===== config.mk =====
export PLATFORM = sky130hd
export DESIGN_NAME = legv8_multicycle_ctrl
export DESIGN_NICKNAME = d
export VERILOG_FILES = /design/src/rtl/legv8_multicycle_ctrl.sv
export SDC_FILE = /design/constraint.sdc
export NUM_CORES = 1
export LEC_CHECK = 0
export BUFFER_PORTS_ARGS = -buffer_cell sky130_fd_sc_hd__buf_2
export CELL_PAD_IN_SITES_DETAIL_PLACEMENT = 1
export CELL_PAD_IN_SITES_GLOBAL_PLACEMENT = 1
export CORE_ASPECT_RATIO = 1.25
export CORE_MARGIN = 10
export CORE_UTILIZATION = 27
export CTS_CLUSTER_DIAMETER = 50
export DETAILED_ROUTE_END_ITERATION = 6
export HOLD_SLACK_MARGIN = 0.03
export PLACE_DENSITY_LB_ADDON = 0.08
export SLEW_MARGIN = 15
export SYNTH_ARGS = -nofsm -noshare
export SYNTH_HDL_FRONTEND = slang
export SYNTH_SLANG_ARGS = --single-unit

===== constraint.sdc =====
create_clock -name clk -period 2 [get_ports clk]
set_input_delay 0.4 -clock clk [delete_from_list [all_inputs] [get_ports clk]]
set_output_delay 0.4 -clock clk [all_outputs]
set_load 0.05 [all_outputs]

===== src/rtl/legv8_multicycle_ctrl.sv =====
// Main control FSM for the multi-cycle LEGv8 datapath.
// Sequences fetch / decode / execute / memory / writeback for ADD, SUB, AND, ORR,
// LDUR, STUR, CBZ and B. It waits on a shared-memory ready handshake. On an
// illegal opcode or a memory timeout it halts and reports a fault code.
//
// Ports:
//   clk, rst_n        clock (rising edge), asynchronous active-low reset
//   run               start request, only looked at in IDLE
//   instr             IR contents, valid from DECODE onward
//   mem_ready         memory finished the current access this cycle
//   ALUOp..MemtoReg   datapath mux selects, register enables and memory strobes
//   retired           one-cycle pulse per completed instruction
//   halted            FSM sits in HALT
//   fault             00 none, 01 illegal opcode, 10 memory timeout
module legv8_multicycle_ctrl #(
  parameter int unsigned MEM_TIMEOUT = 16,
  parameter int unsigned TO_W        = 5
) (
  input  logic        clk,
  input  logic        rst_n,
  input  logic        run,
  input  logic [31:0] instr,
  input  logic        mem_ready,
  output logic [1:0]  ALUOp,
  output logic [1:0]  ALUSrcA,
  output logic [1:0]  ALUSrcB,
  output logic        PCSource,
  output logic        PCWrite,
  output logic        PCWriteCond,
  output logic        IorD,
  output logic        MemRead,
  output logic        MemWrite,
  output logic        IRWrite,
  output logic        Reg2Loc,
  output logic        RegWrite,
  output logic        MemtoReg,
  output logic        retired,
  output logic        halted,
  output logic [1:0]  fault
);

  typedef enum logic [3:0] {
    StIdle, StFetch, StDecode, StExecR, StRWb, StMemAddr,
    StMemRd, StLdWb, StMemWr, StCbzEx, StBEx, StHalt
  } state_e;

  state_e            state_q, state_d;
  logic [TO_W-1:0]   cnt_q, cnt_d;
  logic [1:0]        fault_q, fault_d;

  // Opcode classes
  logic [10:0] op11;
  logic        is_rtype, is_ldur, is_stur, is_cbz, is_b;
  logic        unused_instr;

  assign op11         = instr[31:21];
  assign is_rtype     = (op11 == 11'b10001011000) || (op11 == 11'b11001011000) ||
                        (op11 == 11'b10001010000) || (op11 == 11'b10101010000);
  assign is_ldur      = (op11 == 11'b11111000010);
  assign is_stur      = (op11 == 11'b11111000000);
  assign is_cbz       = (instr[31:24] == 8'b10110100);
  assign is_b         = (instr[31:26] == 6'b000101);
  assign unused_instr = ^instr[20:0];

  // Memory wait tracking: the timeout fires in the cycle the count would reach
  // MEM_TIMEOUT, so the FSM leaves after exactly MEM_TIMEOUT unanswered cycles.
  logic mem_wait, timeout;
  assign mem_wait = (state_q == StFetch) || (state_q == StMemRd) || (state_q == StMemWr);
  assign timeout  = mem_wait && !mem_ready && (cnt_q == TO_W'(MEM_TIMEOUT - 1));

  // State register
  always_ff @(posedge clk or negedge rst_n) begin
    if (!rst_n) begin
      state_q <= StIdle;
      cnt_q   <= '0;
      fault_q <= 2'b00;
    end else begin
      state_q <= state_d;
      cnt_q   <= cnt_d;
      fault_q <= fault_d;
    end
  end

  // Next-state logic
  always_comb begin
    state_d = state_q;
    fault_d = fault_q;
    unique case (state_q)
      StIdle:    if (run) state_d = StFetch;
      StFetch: begin
        if (mem_ready) state_d = StDecode;
        else if (timeout) begin
          state_d = StHalt;
          fault_d = 2'b10;
        end
      end
      StDecode: begin
        if (is_rtype)                state_d = StExecR;
        else if (is_ldur || is_stur) state_d = StMemAddr;
        else if (is_cbz)             state_d = StCbzEx;
        else if (is_b)               state_d = StBEx;
        else begin
          state_d = StHalt;
          fault_d = 2'b01;
        end
      end
      StExecR:   state_d = StRWb;
      StRWb:     state_d = StFetch;
      StMemAddr: state_d = is_stur ? StMemWr : StMemRd;
      StMemRd, StMemWr: begin
        if (mem_ready) state_d = (state_q == StMemRd) ? StLdWb : StFetch;
        else if (timeout) begin
          state_d = StHalt;
          fault_d = 2'b10;
        end
      end
      StLdWb:    state_d = StFetch;
      StCbzEx:   state_d = StFetch;
      StBEx:     state_d = StFetch;
      StHalt:    state_d = StHalt;
      default:   state_d = StIdle;
    endcase
    // Count only while stalled in the same wait state; any transition clears it.
    cnt_d = (mem_wait && !mem_ready && (state_d == state_q)) ? cnt_q + TO_W'(1) : '0;
  end

  // Output decode
  always_comb begin
    ALUOp       = 2'b00;
    ALUSrcA     = 2'b00;
    ALUSrcB     = 2'b00;
    PCSource    = 1'b0;
    PCWrite     = 1'b0;
    PCWriteCond = 1'b0;
    IorD        = 1'b0;
    MemRead     = 1'b0;
    MemWrite    = 1'b0;
    IRWrite     = 1'b0;
    RegWrite    = 1'b0;
    MemtoReg    = 1'b0;
    retired     = 1'b0;
    halted      = 1'b0;
    unique case (state_q)
      StFetch: begin
        MemRead = 1'b1;
        ALUSrcB = 2'b01;
        IRWrite = mem_ready;
        PCWrite = mem_ready;
      end
      StDecode: begin
        // ALUOut captures OldPC + branch offset for CBZ/B
        ALUSrcA = 2'b10;
        ALUSrcB = 2'b11;
      end
      StExecR: begin
        ALUSrcA = 2'b01;
        ALUOp   = 2'b10;
      end
      StRWb: begin
        RegWrite = 1'b1;
        retired  = 1'b1;
      end
      StMemAddr: begin
        ALUSrcA = 2'b01;
        ALUSrcB = 2'b10;
      end
      StMemRd: begin
        MemRead = 1'b1;
        IorD    = 1'b1;
      end
      StLdWb: begin
        RegWrite = 1'b1;
        MemtoReg = 1'b1;
        retired  = 1'b1;
      end
      StMemWr: begin
        MemWrite = 1'b1;
        IorD     = 1'b1;
        retired  = mem_ready;
      end
      StCbzEx: begin
        ALUSrcA     = 2'b01;
        ALUOp       = 2'b01;
        PCWriteCond = 1'b1;
        PCSource    = 1'b1;
        retired     = 1'b1;
      end
      StBEx: begin
        PCWrite  = 1'b1;
        PCSource = 1'b1;
        retired  = 1'b1;
      end
      StHalt:  halted = 1'b1;
      default: ;
    endcase
  end

  assign Reg2Loc = (is_stur || is_cbz) && (state_q != StIdle) && (state_q != StHalt);
  assign fault   = fault_q;

endmodule


==> results of run 1 <==
-- where the power goes --
group | leakage [nW] | total [mW] | internal [mW] | switching (mW)
combinational | 0.651 | 1.89 | 0.832 | 1.06
sequential | 0.140 | 0.339 | 0.271 | 0.0677
clock | 0.0228 | 0.222 | 0.140 | 0.0819
total | 0.813 | 2.45 | 1.24 | 1.20
-- sequential cells by signal, indices dropped and copies added (netlist names) --
| signal | cells |
|---|---|
| fault | 2 |
| state_q | 4 |
| cnt_q | 5 |
-- area by class of cell --
class,count,area [um2],area share (%)
Inverter,9,38.79,2.208
Sequential cell,11,279.0,15.88
Multi-Input combinational cell,95,753.2,42.88
Timing Repair Buffer,77,591.8,33.69
Clock buffer,4,45.04,2.564
Tap cell,39,48.80,2.778
-- layer usage --
layer / vias up / GRT usage (%) / part of all wire [%]
li1: 590 / - / -
met1: 568 / 11.80 / 39
met2: 22 / 19.41 / 54
met3: 5 / 2.854 / 5.6
met4: 0 / 3.565 / 1.2
met5: - / 0 / 0
-- cell families (layout without fill, tap and decap cells) --
group	count (synthesis)	after routing
AND/OR/NAND/NOR	58	58
AO/OA/AOI/OAI	30	30
buffers and inverters	15	90
flip-flops	11	11
XOR/XNOR	4	4
adder cells (fa/ha/maj)	2	2
multiplexers	1	1
-- what timing repair did --
action / 4_1_cts / 5_1_grt
resized for setup: 34 / 26
endpoints found under the hold margin: 3 / 0
setup endpoints to repair: 16 / 18
hold buffers: 1 / 0
buffers inserted: 4 / 11
pin swaps: 7 / 13
-- stage by stage --
stage               setup WS [ps]  instance area [um2]
floorplan                  -209.0                999.7
global placement           -120.7                 1375
detailed placement         -127.1                 1375
CTS                        -52.18                 1569
global route               -110.0                 1757
finish                     -45.02                 1757
-- how the worst max path moves through the flow --
| stage | to | slack [ps] |
|---|---|---|
| after floorplan | ALUOp[1] | -210 |
| after global placement | Reg2Loc | -120 |
| final | MemRead | -50 |
| after global routing | cnt_q[3] | -110 |
| after CTS | cnt_q[1] | -50 |
| after detailed placement | Reg2Loc | -130 |
-- layout by cell type, fill, tap and decap left out, drive strengths merged, types with 2 or more instances in the layout --
cell    instances
buf            74
nor2           18
dfrtp          11
inv             9
a21oi           9
nand2           7
nor3            7
clkbuf          6
nand3           5
or4b            4
a31oi           4
nor3b           3
o21ai           3
o221ai          3
xor2            2
o22a            2
o21a            2
ha              2
nand2b          2
xnor2           2
==> impl_summary.md, run 1 <==
Layout
The fraction of layout instances using a drive strength above 1 is 58.67%. The total of fill cells in the finished design is 416. Cells fill 50.43% of the core in the end. The finished layout holds 235 standard cells, fillers aside. In the final design database the tool counted 235 nets.

The area growth from synthesis to layout is 79.31%. The repair_antennas step left the layout with diodes totalling 0.

Timing
The final critical path takes up 102.3% of the cycle. For this run, the top clock speed supported by timing is 0.4890 GHz. The final total negative setup slack is -141.8 ps. The worst-case setup margin in the final layout is -45.02 ps. Setup violations remaining at the end of the flow were counted as 7. The clock period minus worst slack is 2045 ps. The slew of the pin with the lowest slew margin is 443.5 ps. Setup repair after global routing could not meet its margin everywhere. Across the routed clock network, the largest skew measured is 1.809 ps. The worst-case headroom to the max-slew limit is 70.02%. The worst hold margin is 495.9 ps. The final count of hold timing violations is 0. The number of max-slew violations in the final report is 0.

Placed design
The wire-length estimate of the detail-placed layout is 2760 um. The routability-driven placement congestion ratio is 0.7659. The count of input and output buffers is 34. Counting tap cells, the placed design contains a total of 215 instances.

Critical path
The largest individual stage delay along the critical path comes from the cell dfrtp_2. The critical path contains buffers and inverters numbering 2 combined. Walking the worst path, the cells encountered are buf_6 > or2b_4 > o22a_1 > nor2_4 > buf_8. Data on the critical path arrives at its endpoint at 1650 ps. Counting buffers and inverters, the worst setup path is 5 cells deep. The kind of cell adding the most delay to the critical path is flip-flops. For the worst flop-to-flop path, the logic depth is 9. Tracing the worst setup path back leads to its startpoint at state_q[1]. In this run the register-to-register setup slack is -20 ps. The kind of start point of the critical path is a register. By startpoint and endpoint, the worst setup path is classified as reg2out. In this design, the stage delay of the slowest critical-path cell is 450 ps.

The startpoint identified for the worst register-to-register timing path is cnt_q[0]. The endpoint kind of the worst setup timing path is an output pin. For the worst setup path, the data required time is 1600 ps. The largest fanout on the critical path is 7.

The worst register-to-register path ends at cnt_q[3].

Route
The via count is 1185. The first routing iteration left 54 violations. For this block, the routed nets add up to 3618 um of wire.

The routed wirelength normalized by instance count is 15.40 um. The ratio of routed vias to standard cells is 5.043. The count of antenna-violating nets left after detailed routing is 0. The first TritonRoute pass finished after 4 iterations. The number of remaining DRC errors is 0.

Synth
The synthesized instance count is 121. The number of register bits inferred by synthesis is 11. The most area-hungry cell type in the Yosys netlist is dfrtp_1. The net count of the mapped netlist is 159. Summing the areas of all fa, ha and maj instances in the mapped netlist gives 2.554% of the synthesized area. The synthesized netlist occupies a cell area of 979.7 um2. Sorting the synthesized cells by area gives the leading types as dfrtp_1 28%, nor2_1 6.1%, a21oi_1 4.6%. The share of the synthesized area in compound gates (AO/OA/AOI/OAI) is 21.84%. The number of enable-type register cells in the synthesized netlist is 0. The most common cell in the synthesized netlist is nor2_1. The area share of xor/xnor cells in the synthesized design is 3.576%. The average instance in the mapped netlist occupies 8.097 um2. Sequential elements use 28.10% of the synthesized area. Sorting the synthesized cells by how often they occur yields 16 x nor2_1, 11 x dfrtp_1, 9 x a21oi_1, 9 x inv_1. During synthesis, Yosys emitted a total of 0 warnings. For this run, the leading register cell type out of synthesis is dfrtp_1. The fraction of the mapped netlist area in simple logic gates is 34.74%.

The number of library cell types mapped by synthesis is 47. The share of synthesized area in the top cell type comes to 28.10%. The dominant combinational cell family by area after synthesis is simple AND/OR/NAND/NOR gates. The fraction of registers with async set/reset is 100.0%.

The fraction of synthesized area in multiplexers is 1.022%.

Floorplan
The area of the die is 6453 um2. The vertical die dimension is 87.35 um. The initial cell density of the core is 28.13%. Measured along the x axis, the die boundary spans 73.88 um. The number of top-level design ports is 56. The core region is 3483 um2. Row generation in the floorplan step produced 24 rows.

Power
After layout, the design draws a total of 2.448 mW. The worst vdd rail ir drop is 0.8804 mV. For this design the ratio of total power to cell area is 1393 nW/um2. The reported leakage power is 0.8133 nW.

Clock network
After clock tree synthesis, the clock-pin slew on the worst setup and hold paths is 50 ps. Counting the buffers created by CTS gives 3. The number of buffers on the longest clock path is 2.

The count of H-tree levels built during CTS is 1. The number of clock sinks seen by CTS is 11. The cell chosen for the clock root is clkbuf_8. Clock latency on the worst-skew pair, taken at its later pin, is 240 ps. The CTS tree is yes.

Outcome
The checks that failed: setup timing. The run finished, with violations left.

GRT
After global routing the overflow that remains totals 0. The initial antenna violation count came to 0. The global-route wire length before repair is 5685 um.

Entering global routing, the biggest net connects 14 pins. In the global route stage, overall resource usage came out at 10.83%. The via count of the first global-routing pass is 1225.

Min path
The classification of the worst-slack hold path is reg2reg. The worst hold path begins at fault[1]. The cell depth of the worst min-delay path is 1. For hold timing, the worst endpoint is fault[1].

Flow run
The tool flagged a number of max-cap violations equal to 0.
Note: power is estimated with default switching activity, not from simulation.
==> run 2, diff against run 1 <==
- CORE_ASPECT_RATIO: 1.25 -> not set
==> run 2 against run 1 <==
The run still ends with setup timing left. Clock skew increased by 2.0 ps. First-iteration DRC count decreased by 24%. Power increased by 1.1%. Utilization increased by 2.8 points. Clock power decreased by 30%. Via count increased by 4.2%. Count of clock-buffer cells in the layout decreased by 1. Die area decreased by 0.23%. Hold slack got worse by 23 ps. Wire length increased by 2.8%. Global-route usage increased by 0.42 points. Largest power group unchanged.
==> impl_summary.md, run 2 (synthesis gave the netlist of run 1 again) <==
GRT
The initial antenna violation count was 0. Entering global routing, the biggest net connects 13 pins. Global routing used 11.25% of the available tracks across all layers. Summed over all layers, the global routing overflow is 0.

The first global-routing pass estimated 6058 um of wire. The via count of the first global-routing pass is 1320.

Floorplan
In this run the count of I/O pins placed on the die edge is 56. In this run the horizontal extent of the chip is 80.24 um. The area of the die is 6438 um2. The initial cell density of the core is 28.68%. The vertical die dimension is 80.24 um.

Row generation in the floorplan step produced 21 rows. The floorplan step defined a core boundary enclosing 3416 um2.

Timing
Setup repair after global routing could not meet its margin everywhere. The clock skew after layout is 3.842 ps. Summed over all failing endpoints, the final setup total negative slack is -162.9 ps. The worst-case headroom to the max-slew limit is 65.33%.

The final count of hold timing violations is 0. The share of the clock period used by the worst path is 102.0%. Setup violations remaining at the end of the flow were counted as 7. The number of max-slew violations in the final report is 0.

Final hold analysis gives a worst-case slack of 473.0 ps. In the post-route analysis, the smallest setup slack over all paths is -39.09 ps. The slew of the pin with the lowest slew margin is 512.8 ps.

The clock period minus worst slack is 2039 ps. Based on the critical path, the design can be clocked at up to 0.4904 GHz.

Layout
In the final layout, the share of cells above drive strength 1 is 64.95%. The area growth from synthesis to layout is 85.70%. In the layout the commonest cells are 38 x buf_4, 15 x buf_2, 13 x buf_6. The most common cell after layout, fill and taps aside is buf_4. The post-layout utilization of the core is 53.26%.

The total of fill cells in the finished design is 413. The antenna diode instance count is 0. The register with the most flip-flops in the layout has 5 of them. Ranked by flip-flop count, first place goes to cnt_q. The net count of the finished layout is 233.

The filler-free cell count of the finished design is 240. After routing the design area is 1819 um2.

Route
The routed wirelength normalized by instance count is 15.50 um. The count of antenna-violating nets left after detailed routing is 0. The routed layout has 1235 vias.

The number of design-rule violations left by the first detailed-router iteration is 41. The routed wire length is 3721 um. The ratio of routed vias to standard cells is 5.146.

The detailed-router iteration count before antenna repair is 4. In the routed design, unresolved DRC markers number 0.

Power
The power after layout is 2.475 mW. Dividing total power by cell area gives a power density of 1360 nW/um2. In this run the static leakage power is 0.8159 nW. VDD sags by at most 0.4560 mV.

Clock network
The CTS tree is yes. The count of H-tree levels built during CTS is 1. The clock passes through at most 2 buffers.

After clock tree synthesis, the clock-pin slew on the worst setup and hold paths is 80 ps. The cell chosen for the clock root is clkbuf_4. The total clock buffers created by CTS is 3. The latest clock arrival within the worst-skew pair is 270 ps.

The clock drives 11 sinks.

Critical path
The slowest stage cell on the critical path is dfrtp_1. The endpoint kind of the worst setup timing path is an output pin. In this run the critical register-to-register path is launched from cnt_q[0]. The launch point of the worst path is state_q[1].

The data arrival time of the critical path is 1640 ps. The start-to-end type of the worst setup path is reg2out. In this run the number of cells on the critical path is 5. The kind of cell with the highest combined delay along the critical path is flip-flops. Following the worst setup path forward leads to its endpoint at MemRead. The number of buffers and inverters on the critical path is 2. The largest fanout on the critical path is 7. The kind of start point of the critical path is a register. The depth of the most critical reg-to-reg path is 9. The worst register-to-register path has a setup slack of -20 ps. The biggest cell delay along the critical path is 420 ps. The signal on the critical path passes through buf_6 > or2b_4 > o22a_1 > nor2_4 > buf_8. The endpoint of the most critical register-to-register path is cnt_q[0].

STA puts the critical path data required time at 1600 ps.

Placed design
After detailed placement, the design holds a cell count of 222. After detailed placement, the total cell area comes to 1396 um2. The count of input and output buffers is 34. The placement-stage worst setup slack is -129.5 ps. The HPWL after detailed placement is 2806 um. Routability-driven placement finished with a final weighted congestion of 0.8099.

Min path
The worst hold path belongs to the class in2reg.

Outcome
The flow ran to the end, but the final reports show violations. The checks that failed: setup timing.

Flow run
The number of max-cap violations is 0.
-- run 2: changes by cell type in the layout (fill, tap and decap cells not counted), sizes merged --
cell,change
clkinv,+1
buf,-3
-- run 2: worst register-to-register path: cells and delay by family, from the launching register on --
kind                     cells  cell delay [ps]
AO/OA/AOI/OAI                2              320
adder cells (fa/ha/maj)      2              330
buffers and inverters        1              140
flip-flops                   1              360
AND/OR/NAND/NOR              4              770
-- run 2: worst min-delay path by stage --
| stage | endpoint | slack, ps | cells after the start | from |
|---|---|---|---|---|
| floorplan | cnt_q[0] | 100 | 0 | rst_n |
| global placement | state_q[0] | 280 | 1 | rst_n |
| detailed placement | state_q[0] | 290 | 1 | rst_n |
| CTS | state_q[3] | 460 | 2 | mem_ready |
| global route | state_q[3] | 490 | 2 | mem_ready |
| finish | state_q[3] | 470 | 2 | mem_ready |
-- run 2: final cells by class --
type                            count  area (um2)  share of cell area (%)
Clock buffer                        3       22.52                   1.238
Clock inverter                      1       5.005                  0.2751
Inverter                            9       38.79                   2.132
Multi-Input combinational cell     95       797.0                   43.81
Sequential cell                    11       279.0                   15.34
Tap cell                           46       57.56                   3.164
Timing Repair Buffer               75       619.3                   34.04
-- run 2: power by group --
group          switching [mW]  total, mW  internal, mW
clock network          0.0812      0.155        0.0740
registers              0.0730      0.342         0.269
logic                    1.09       1.98         0.886
total                    1.25       2.47          1.23
-- run 2: what timing repair did --
item	CTS	global route
gates resized for setup	49	38
pin swaps	9	10
hold endpoints to repair	11	0
hold buffers	1	0
setup buffers	10	3
setup endpoints to repair	20	24
-- run 2: routing by layer --
| metal | vias to the layer above | share of wire (%) | track usage [%] |
|---|---|---|---|
| li1 | 596 | - | - |
| met1 | 612 | 44 | 13.45 |
| met2 | 27 | 52 | 20.14 |
| met3 | 0 | 4.5 | 3.007 |
| met4 | 0 | 0 | 1.056 |
| met5 | - | 0 | 0 |
==> run 3, diff against run 2 <==
- RECOVER_POWER: not set -> 100
==> run 3 against run 2 <==
The run still ends with setup timing left. Combinational power barely moved. Global-route usage did not move. Die area did not move. Utilization fell by 0.22 points.
==> impl_summary.md, run 3 (synthesis gave the netlist of run 1 again) <==
Power
For this design the static power due to leakage is 0.8040 nW. The power per cell area is 1358 nW/um2. The worst vdd rail ir drop is 0.4563 mV.

Min path
The classification of the worst-slack hold path is in2reg. The worst hold path begins at mem_ready. The worst hold path passes through 2 cells. The worst hold path endpoint is state_q[3].

Layout
The number of nets in the layout is 233. The flip-flop count of the largest register after layout is 5. The most common cell after layout, fill and taps aside is buf_4. The count of cells in the finished layout, fillers not included, comes to 240. The total of fill cells in the finished design is 417. Of the cells placed in the final design, the portion with a size suffix greater than 1 is 62.89%.

Leaving out fill and tap cells, the most frequent cells in the layout are 37 x buf_4, 13 x buf_6, 12 x buf_2. The register with the highest flop count is cnt_q. The area growth from synthesis to layout is 84.93%. The number of antenna diodes in the final layout is 0.

Floorplan
The floorplan step set the die height to 80.24 um. The floorplan has 21 rows. The die is 80.24 um wide. The area of the die is 6438 um2. The initial cell density of the core is 28.68%. The placeable core region is 3416 um2.

In this run the count of I/O pins placed on the die edge is 56.

Critical path
The start of the worst register-to-register path is cnt_q[0]. For this design, the slowest cell found on the critical path is dfrtp_1. For this run, the slowest stage of the critical path takes 420 ps. Broken down by cell family, the worst path's largest delay share belongs to flip-flops. The worst setup path is captured at an output pin. The buffering stage count on the worst path with inverters included is 2. The endpoint of the most critical register-to-register path is cnt_q[0]. Data on the critical path is required at its endpoint by 1600 ps. STA classifies the critical path startpoint as a register.

The data arrival time of the critical path is 1640 ps. The depth of the most critical reg-to-reg path is 9. The start-to-end type of the worst setup path is reg2out. Walking the worst path, the cells encountered are buf_6 > or2b_4 > o22a_1 > nor2_4 > buf_8. Of all nets on the critical path, the largest fanout is 7. The register-to-register path setup slack is -20 ps.

Placed design
After detailed placement, the design holds a cell count of 222. Routability-driven placement finished with a final weighted congestion of 0.8099. The HPWL after detailed placement is 2806 um. Port buffering added 34 buffers. The placement-stage worst setup slack is -129.5 ps.

Route
In the routed layout, each cell is associated on average with a via count of 5.133. The routed wire length is 3720 um. The via count is 1232. The number of design-rule violations left by the first detailed-router iteration is 41.

The count of antenna-violating nets left after detailed routing is 0. The detailed-router iteration count before antenna repair is 4. The number of remaining DRC errors is 0. The routed wirelength normalized by instance count is 15.50 um.

Outcome
The final reports fail on setup timing. The run finished, with violations left.

Clock network
CTS built an H-tree with a depth of 1. The clock transition time at the flip-flop clock pins of the worst setup and hold paths is 80 ps. TritonCTS built the clock tree. The latest clock arrival within the worst-skew pair is 270 ps. The cell sitting at the root of the clock tree is a clkbuf_4. The longest clock path from root to sink contains 2 buffers.

The number of clock sinks seen by CTS is 11. The total clock buffers created by CTS is 3.

Flow run
The number of max-cap violations is 0.

GRT
The total overflow reported by the global router is 0. The pin count of the biggest net entering global routing is 13. The via count of the first global-routing pass is 1320. Global routing used 11.25% of the available tracks. The initial antenna violation count is 0.

The global-route wire length before repair is 6058 um.

Timing
Across the routed clock network, the largest skew measured is 4.019 ps. The count of final setup violators is 7. The worst-case setup margin in the final layout is -39.23 ps.

The number of max-slew violations in the final report was 0. The final count of hold timing violations is 0. For this run, the top clock speed supported by timing is 0.4904 GHz.

Summed over all failing endpoints, the final setup total negative slack is -157.0 ps. The worst-case headroom to the max-slew limit is 59.77%. The clock period minus worst slack is 2039 ps. The slew of the pin with the lowest slew margin is 603.5 ps.

Setup repair after global routing could not meet its margin everywhere. The share of the clock period used by the worst path is 102.0%.
## run 3: per-layer routing
metal	up-vias	part of all wire [%]	global-route usage, %
met1	609	44	13.45
met4	0	0	1.056
met5	-	0	0
met3	0	4.2	3.007
li1	596	-	-
met2	27	52	20.14
## run 3: metrics by stage
| step | utilization (%) | cell area [um2] | total power, mW | hold WS (ps) |
|---|---|---|---|---|
| after CTS | 49.19 | 1680 | 2.318 | 459.2 |
| after floorplan | - | 999.7 | 1.327 | 104.4 |
| after global placement | 40.88 | 1396 | 1.797 | 278.8 |
| final | 53.04 | 1812 | 2.461 | 473.0 |
| after detailed placement | 40.88 | 1396 | 1.826 | 288.7 |
| after global routing | 53.04 | 1812 | 2.635 | 492.3 |
## run 3: worst max path at each step
stage / startpoint / end / slack, ps / cells past startpoint
floorplan: state_q[2] / ALUOp[1] / -210 / 3
global placement: instr[21] / Reg2Loc / -120 / 6
detailed placement: instr[21] / Reg2Loc / -130 / 6
CTS: state_q[1] / MemRead / -40 / 5
global route: cnt_q[0] / cnt_q[3] / -130 / 9
finish: state_q[1] / MemRead / -40 / 5
## run 3: area by class of cell
type                       instances  area [um2]  share of cell area, %
timing repair buffer              75       611.8                  33.77
inverter                           9       38.79                  2.141
sequential                        11       279.0                  15.40
clock inverter                     1       5.005                 0.2762
tap                               46       57.56                  3.177
clock buffer                       3       22.52                  1.243
multi-input combinational         95       797.0                  43.99
## run 3: report_power, final
part	switching [mW]	leakage (nW)	internal [mW]
logic	1.09	0.647	0.871
registers	0.0729	0.139	0.269
clock network	0.0813	0.0177	0.0741
## run 3: repair_timing
item                                   4_1_cts  5_1_grt
endpoints found under the hold margin       11        0
gates resized for setup                     49       38
hold buffers                                 1        0
pin swaps                                    9       10
buffers inserted                            10        3
setup endpoints to repair                   20       24
